<file path="src/rtl/scroll_char_buffer.sv">
// Writable character buffer with modular scroll offset and time-multiplexed
// seven-segment digit scan; char/digit_an are registered one cycle behind state.
module scroll_char_buffer #(
  parameter int CHAR_W     = 4,
  parameter int ADDR_W     = 4,
  parameter int NUM_DIGITS = 4,
  parameter int DIG_W      = 2,
  parameter int SCROLL_DIV = 25000000,
  parameter int SCAN_DIV   = 50000
) (
  input  logic                  clk,
  input  logic                  reset,
  input  logic                  wr_en,
  input  logic [ADDR_W-1:0]     wr_addr,
  input  logic [CHAR_W-1:0]     wr_data,
  input  logic                  scroll_en,
  input  logic                  scroll_dir,
  input  logic                  step,
  output logic [ADDR_W-1:0]     offset,
  output logic [DIG_W-1:0]      digit_idx,
  output logic [CHAR_W-1:0]     char,
  output logic [NUM_DIGITS-1:0] digit_an
);

  localparam int DEPTH = 1 << ADDR_W;
  localparam int SC_W  = (SCROLL_DIV > 1) ? $clog2(SCROLL_DIV) : 1;
  localparam int SN_W  = (SCAN_DIV > 1) ? $clog2(SCAN_DIV) : 1;

  logic [CHAR_W-1:0]     mem_q [DEPTH];
  logic [CHAR_W-1:0]     mem_d [DEPTH];
  logic [SC_W-1:0]       scroll_cnt_q, scroll_cnt_d;
  logic [SN_W-1:0]       scan_cnt_q, scan_cnt_d;
  logic [ADDR_W-1:0]     offset_q, offset_d;
  logic [DIG_W-1:0]      digit_idx_q, digit_idx_d;
  logic [CHAR_W-1:0]     char_q, char_d;
  logic [NUM_DIGITS-1:0] digit_an_q, digit_an_d;

  logic                  auto_tick;
  logic                  scan_tc;
  logic [ADDR_W-1:0]     rd_addr;

  always_comb begin
    mem_d = mem_q;
    if (wr_en) begin
      mem_d[wr_addr] = wr_data;
    end
  end

  // auto_tick and step merge into a single advance request
  always_comb begin
    auto_tick    = scroll_en && (scroll_cnt_q == SC_W'(SCROLL_DIV - 1));
    scroll_cnt_d = '0;
    if (scroll_en && !auto_tick) begin
      scroll_cnt_d = scroll_cnt_q + SC_W'(1);
    end
    offset_d = offset_q;
    if (auto_tick || step) begin
      offset_d = scroll_dir ? offset_q - ADDR_W'(1) : offset_q + ADDR_W'(1);
    end
  end

  always_comb begin
    scan_tc     = (scan_cnt_q == SN_W'(SCAN_DIV - 1));
    scan_cnt_d  = scan_tc ? '0 : scan_cnt_q + SN_W'(1);
    digit_idx_d = digit_idx_q;
    if (scan_tc) begin
      digit_idx_d = (digit_idx_q == DIG_W'(NUM_DIGITS - 1)) ? '0
                                                            : digit_idx_q + DIG_W'(1);
    end
  end

  // Reads use pre-write contents, so a same-cycle write shows up on the next visit
  always_comb begin
    rd_addr    = offset_q + ADDR_W'(digit_idx_q);
    char_d     = mem_q[rd_addr];
    digit_an_d = ~(NUM_DIGITS'(1) << digit_idx_q);
  end

  always_ff @(posedge clk or negedge reset) begin
    if (!reset) begin
      for (int unsigned i = 0; i < DEPTH; i++) begin
        mem_q[i] <= CHAR_W'(i);
      end
      scroll_cnt_q <= '0;
      scan_cnt_q   <= '0;
      offset_q     <= '0;
      digit_idx_q  <= '0;
      char_q       <= '0;
      digit_an_q   <= '1;
    end else begin
      mem_q        <= mem_d;
      scroll_cnt_q <= scroll_cnt_d;
      scan_cnt_q   <= scan_cnt_d;
      offset_q     <= offset_d;
      digit_idx_q  <= digit_idx_d;
      char_q       <= char_d;
      digit_an_q   <= digit_an_d;
    end
  end

  assign offset    = offset_q;
  assign digit_idx = digit_idx_q;
  assign char      = char_q;
  assign digit_an  = digit_an_q;

endmodule

</file>
<file path="config.mk">
export PLATFORM = sky130hd
export DESIGN_NAME = scroll_char_buffer
export DESIGN_NICKNAME = d
export VERILOG_FILES = /design/src/rtl/scroll_char_buffer.sv
export SDC_FILE = /design/constraint.sdc
export NUM_CORES = 1
export LEC_CHECK = 0
export CAP_MARGIN = 10
export CORE_MARGIN = 2
export CORE_UTILIZATION = 40
export DETAILED_ROUTE_END_ITERATION = 7
export SKIP_LAST_GASP = 1
export SLEW_MARGIN = 20
export SYNTH_ARGS = -nofsm -noshare
export SYNTH_HDL_FRONTEND = slang
export SYNTH_SLANG_ARGS = --single-unit
</file>
<file path="constraint.sdc">
create_clock -name clk -period 2.9 [get_ports clk]
set_clock_uncertainty 0.2 [all_clocks]
set_input_delay 0.29 -clock clk [delete_from_list [all_inputs] [get_ports clk]]
set_output_delay 0.29 -clock clk [all_outputs]
set_load 0.1 [all_outputs]
</file>
=== Word level (Yosys, flattened, before mapping) ===
Cells that the tools add are included.
Widths: inputs -> output; s select.

* Flip-flop bits (word level): 119
* Input bits: 14
* Output and inout bits: 14
* Logic and storage cells: 53

* Add/subtract/negate cells: 6
* Order comparisons: 3
* Equal/unequal tests: 3
* Shift-type cells: 1
* Multiplexer cells: 10
* Bitwise operators: 3
* Reduce and logical (&&, ||, !) cells: 5

{| class="wikitable"
|+ Operators with widths
! cell !! count
|-
| $bwmux 64 || 1
|-
| $add 25x1->25 const B || 1
|-
| $eq 25x25->1 const B || 1
|-
| $mux 25 || 1
|-
| $add 16x1->16 const B || 1
|-
| $bmux 4 s4 || 1
|-
| $demux 4 s4 || 1
|-
| $eq 16x16->1 const B || 1
|-
| $mux 16 || 1
|-
| $mux 4 || 4
|-
| $ge 5x5->1 const B || 2
|-
| $not 4->5 || 2
|-
| $lt 5x1->1 const B || 1
|-
| $add 4x1->4 const B || 1
|-
| $add 4x2->4 || 1
|-
| $not 4->4 || 1
|-
| $shl 1x2->4 const A || 1
|-
| $sub 4x1->4 const B || 1
|-
| $logic_and 1x1->1 || 3
|-
| $add 2x1->2 const B || 1
|-
| $eq 2x2->1 const B || 1
|-
| $mux 2 || 1
|-
| $logic_not 1->1 || 1
|-
| $logic_or 1x1->1 || 1
|}

=== Longest topological paths before layout ===
* Word-level depth: 6
* Depth in mapped cells: 7
* Mapped depth without buffers: 5

=== Least setup slack after synthesis ===
OpenSTA, ideal clock, no wires.

* Kind: reg2reg
* Start: register offset_q[0] (netlist: offset[0])
* End: register char_q[2] (netlist: char[2])
* Library setup time: 0.138 ns
* Data arrival time: 3.045 ns
* Data required time: 2.562 ns
* Path slack: -0.483 ns
* Stages on the path, launching flop included: 7
* Buffers on the path: 2
* Period minus slack after synthesis: 3.383 ns
* Cells stage by stage: dfrtp_1 > ha_1 > fa_1 > buf_1 > clkbuf_1 > mux4_2 > mux4_2

* Cells in the longest elaborated chain, start to end: 5

{| class="wikitable"
|+ Ends and longest elaborated chain
! element !! RTL line !! text
|-
| start, declared || 33 || <nowiki>logic [ADDR_W-1:0] offset_q, offset_d;</nowiki>
|-
| start signal, assigned || 94 || <nowiki>offset_q <= offset_d;</nowiki>
|-
| $add 4x2->4 || 74 || <nowiki>rd_addr = offset_q + ADDR_W'(digit_idx_q);</nowiki>
|-
| $not 4->5 (implied by the code) || 75 || <nowiki>char_d = mem_q[rd_addr];</nowiki>
|-
| $bmux 4 s4 || 75 ||
|-
| $mux 4 (implied by the code) (2 in series) || 75 ||
|-
| net char_d[2] || 35 || <nowiki>logic [CHAR_W-1:0] char_q, char_d;</nowiki>
|-
| end signal, assigned || 96 || <nowiki>char_q <= char_d;</nowiki>
|-
| end, declared || 35 ||
|}

The timed path passes the listed nets, and every way through them passes these cells. The select of a mux whose other input is x is not followed.
A chain may end at the register's enable or synchronous reset.

=== Final worst setup path ===
* Start: register offset_q[0] (netlist: offset[0])
* End: register char_q[1] (netlist: char[1])

Same word-level chain as after synthesis.

==> impl_metrics.env <==
export IMPL_status="complete, no violations"
export IMPL_numCtsBuffers=17
export IMPL_synth_cell_types=45
export IMPL_netlist_area_um2=5690
export IMPL_numPlacedInstances=640
export IMPL_max_cap_violations=0
export IMPL_core_rowCount=43
export IMPL_synth_seq_area_share=0.531
export IMPL_h_tree_depth=4
export IMPL_clk_latency_ps=420
export IMPL_vias_per_cell=5.32
export IMPL_ff2ff_path_depth=5
export IMPL_leakage_nw=2.72
export IMPL_cts_setup_buffers=0
export IMPL_startpoint="offset[0]"
export IMPL_synth_edf_count=0
export IMPL_synthesis_nets=466
export IMPL_route_vias_total=3583
export IMPL_clock_fmax_mhz=384
export IMPL_syn2layout_area_growth_pct=18.6
export IMPL_hold_viol_final=0
export IMPL_maxSlewHeadroom=0.549
export IMPL_peakVddDrop_mv=0.501
export IMPL_rrSetupSlack_ps=300
export IMPL_ys_async_sr_fraction=1.00
export IMPL_antenna_found_initial=0
export IMPL_cp_max_fo=16
export IMPL_seqCellArea_um2=3030
export IMPL_io_pins=28
export IMPL_clk_path_buf_depth=2
export IMPL_routedWlPerCell_um=17.6
export IMPL_ant_nets=0
export IMPL_endpoint_kind="flop"
export IMPL_r2r_end="char[1]"
export IMPL_multi_input_area_um2=2550
export IMPL_endpoint="char[1]"
export IMPL_cts_tree="yes"
export IMPL_root_buffer="clkbuf_16"
export IMPL_drtIter0Drc=304
export IMPL_clk_pin_slew_ps=60
export IMPL_finalMaxSlewViolations=0
export IMPL_drt_first_pass_iters=4
export IMPL_drt_total_wl_um=11900
export IMPL_crit_required_ps=2990
export IMPL_min_path_type="primary input to asynchronous set/reset pin"
export IMPL_tns_ps=0
export IMPL_grt_ovfl_total=0
export IMPL_period_share=0.898
export IMPL_syn_inst=440
export IMPL_die_area_um2=15200
export IMPL_gp_congestion=0.845
export IMPL_r2r_start="offset[0]"
export IMPL_yosys_warnings=0
export IMPL_final_cells=673
export IMPL_core_um2=13900
export IMPL_fin_crit_ps=2600
export IMPL_fp_dieH_um=123
export IMPL_yosys_register_bits=119
export IMPL_cp_data_arrival_time_ps=2700
export IMPL_die_x_um=123
export IMPL_fin_nets=506
export IMPL_setup_viol=0
export IMPL_crit_type="flop to flop"
export IMPL_cts_hold_fix_buffers=1
export IMPL_drive_above_1_share=0.385
export IMPL_antenna_cells=0
export IMPL_tightest_slew_ps=674
export IMPL_synth_main_ff_cell="dfrtp_1"
export IMPL_post_dp_hpwl_um=8290
export IMPL_cts_sinks=119
export IMPL_grt_pass1_wl_um=19100
export IMPL_avgSynthCellArea_um2=12.9
export IMPL_p_per_area_nw_per_um2=863
export IMPL_grt_setup_unrepaired="no"
export IMPL_cts_resized=0
export IMPL_nFillCells=1221
export IMPL_grt_usage=0.172
export IMPL_grt_pass1_vias=3541
export IMPL_grt_max_degree=70
export IMPL_start_util=0.410
export IMPL_port_buffers=27
export IMPL_drc=0
export IMPL_crit_path_start_kind="flop"
## metal layers
layer  global-route usage  share of wire
met1                0.222           0.45
met3               0.0586          0.042
met2                0.266           0.49
met4               0.0646          0.019
met5                    0              0
## per-stage QoR
step	setup slack [ps]	power, mW	util	cell area [um^2]	hold slack [ps]
after floorplan	15.8	3.41	-	5710	-206
after global placement	332	3.79	0.444	6160	-22.1
after detailed placement	300	3.82	0.444	6160	-23.3
after CTS	298	5.90	0.486	6750	62.3
after global routing	205	6.09	0.486	6750	105
final	297	5.82	0.486	6750	74.6
## synth_stat cells, drive strengths merged (2+ instances only)
master,instances,area [um^2]
o21ai,8,40.0
nand2,15,56.3
inv,14,52.6
nand2b,4,25.0
nor3,5,25.0
nor4,6,37.5
and4,3,27.5
nor2b,4,25.0
clkbuf,11,52.5
and2,4,27.5
nand4,15,100
nand3b,3,22.5
nor3b,2,15.0
dfstp,36,946
dfrtp,83,2080
or4b,2,20.0
o31ai,5,37.5
buf,4,18.8
mux2,67,754
xor2,9,78.8
or3,9,56.3
ha,10,125
mux4,20,450
or4,5,37.5
xnor2,21,184
and3,4,25.0
nor2,35,131
fa,2,40.0
nand3,14,82.6
a21oi,14,70.1
## cell families after synthesis
| kind of cell | count (synthesis) | synth area share |
|---|---|---|
| simple gates | 132 | 0.128 |
| flops | 119 | 0.531 |
| mux | 88 | 0.213 |
| compound gates | 30 | 0.0305 |
| xor+xnor | 30 | 0.0461 |
| buf+inv | 29 | 0.0218 |
| fa+ha+maj | 12 | 0.0290 |
## power breakdown
group          internal [mW]  total, mW  leakage (nW)  switching (mW)
clock                   1.22       2.05         0.269           0.831
combinational          0.709       1.54          1.01           0.830
sequential              2.02       2.23          1.44           0.216
## final cells by class
cell class              instances  share of cell area
inverters                      14             0.00778
flip-flops and latches        119               0.449
multi-input cells             292               0.377
clock inverters                14              0.0208
well taps                     180              0.0334
repair buffers                 36              0.0467
clock buffers                  18              0.0650
## how the worst min path moves through the flow
stage / slack [ps] / endpoint / depth (start not counted) / from
after detailed placement: -20 / scroll_cnt_q[2] / 1 / reset
after global routing: 100 / scroll_cnt_q[2] / 2 / reset
after floorplan: -210 / char[0] / 0 / reset
final: 70 / scroll_cnt_q[4] / 2 / reset
after CTS: 60 / scroll_cnt_q[2] / 2 / reset
after global placement: -20 / scroll_cnt_q[2] / 1 / reset
## state kept, by name, summed over array words and instances (netlist names)
name,cells
digit_an,4
scan_cnt_q,16
scroll_cnt_q,25
digit_idx,2
mem_q,64
offset,4
char,4
## worst max-delay path, stage by stage, from the launching register on
cell and delay [ps]:
dfrtp_4 500, ha_1 240, fa_1 490, buf_4 240, mux4_2 340, mux4_2 470
## placed cells by master, fill, tap and decap left out, types with 3 or more instances in the layout
cell type        synthesis  final
dfrtp_1                 83     79
mux2_2                  67     67
dfstp_2                 36     36
nor2_1                  35     35
buf_4                    0     22
xnor2_1                 21     21
mux4_2                  20     20
clkbuf_16                0     17
nand2_1                 15     15
inv_1                   14     14
nand4_1                 14     14
a21oi_1                 14     14
nand3_1                 13     13
clkdlybuf4s50_1          0     12
ha_1                    10     10
or3_1                    9      9
xor2_1                   9      9
o21ai_0                  7      7
nor4_1                   6      6
inv_6                    0      6
or4_1                    5      5
o31ai_1                  5      5
nor3_1                   5      5
clkinvlp_4               0      5
and3_1                   4      4
nor2b_1                  4      4
nand2b_1                 4      4
nand3b_1                 3      3
Note: power is estimated with default switching activity, not from simulation.
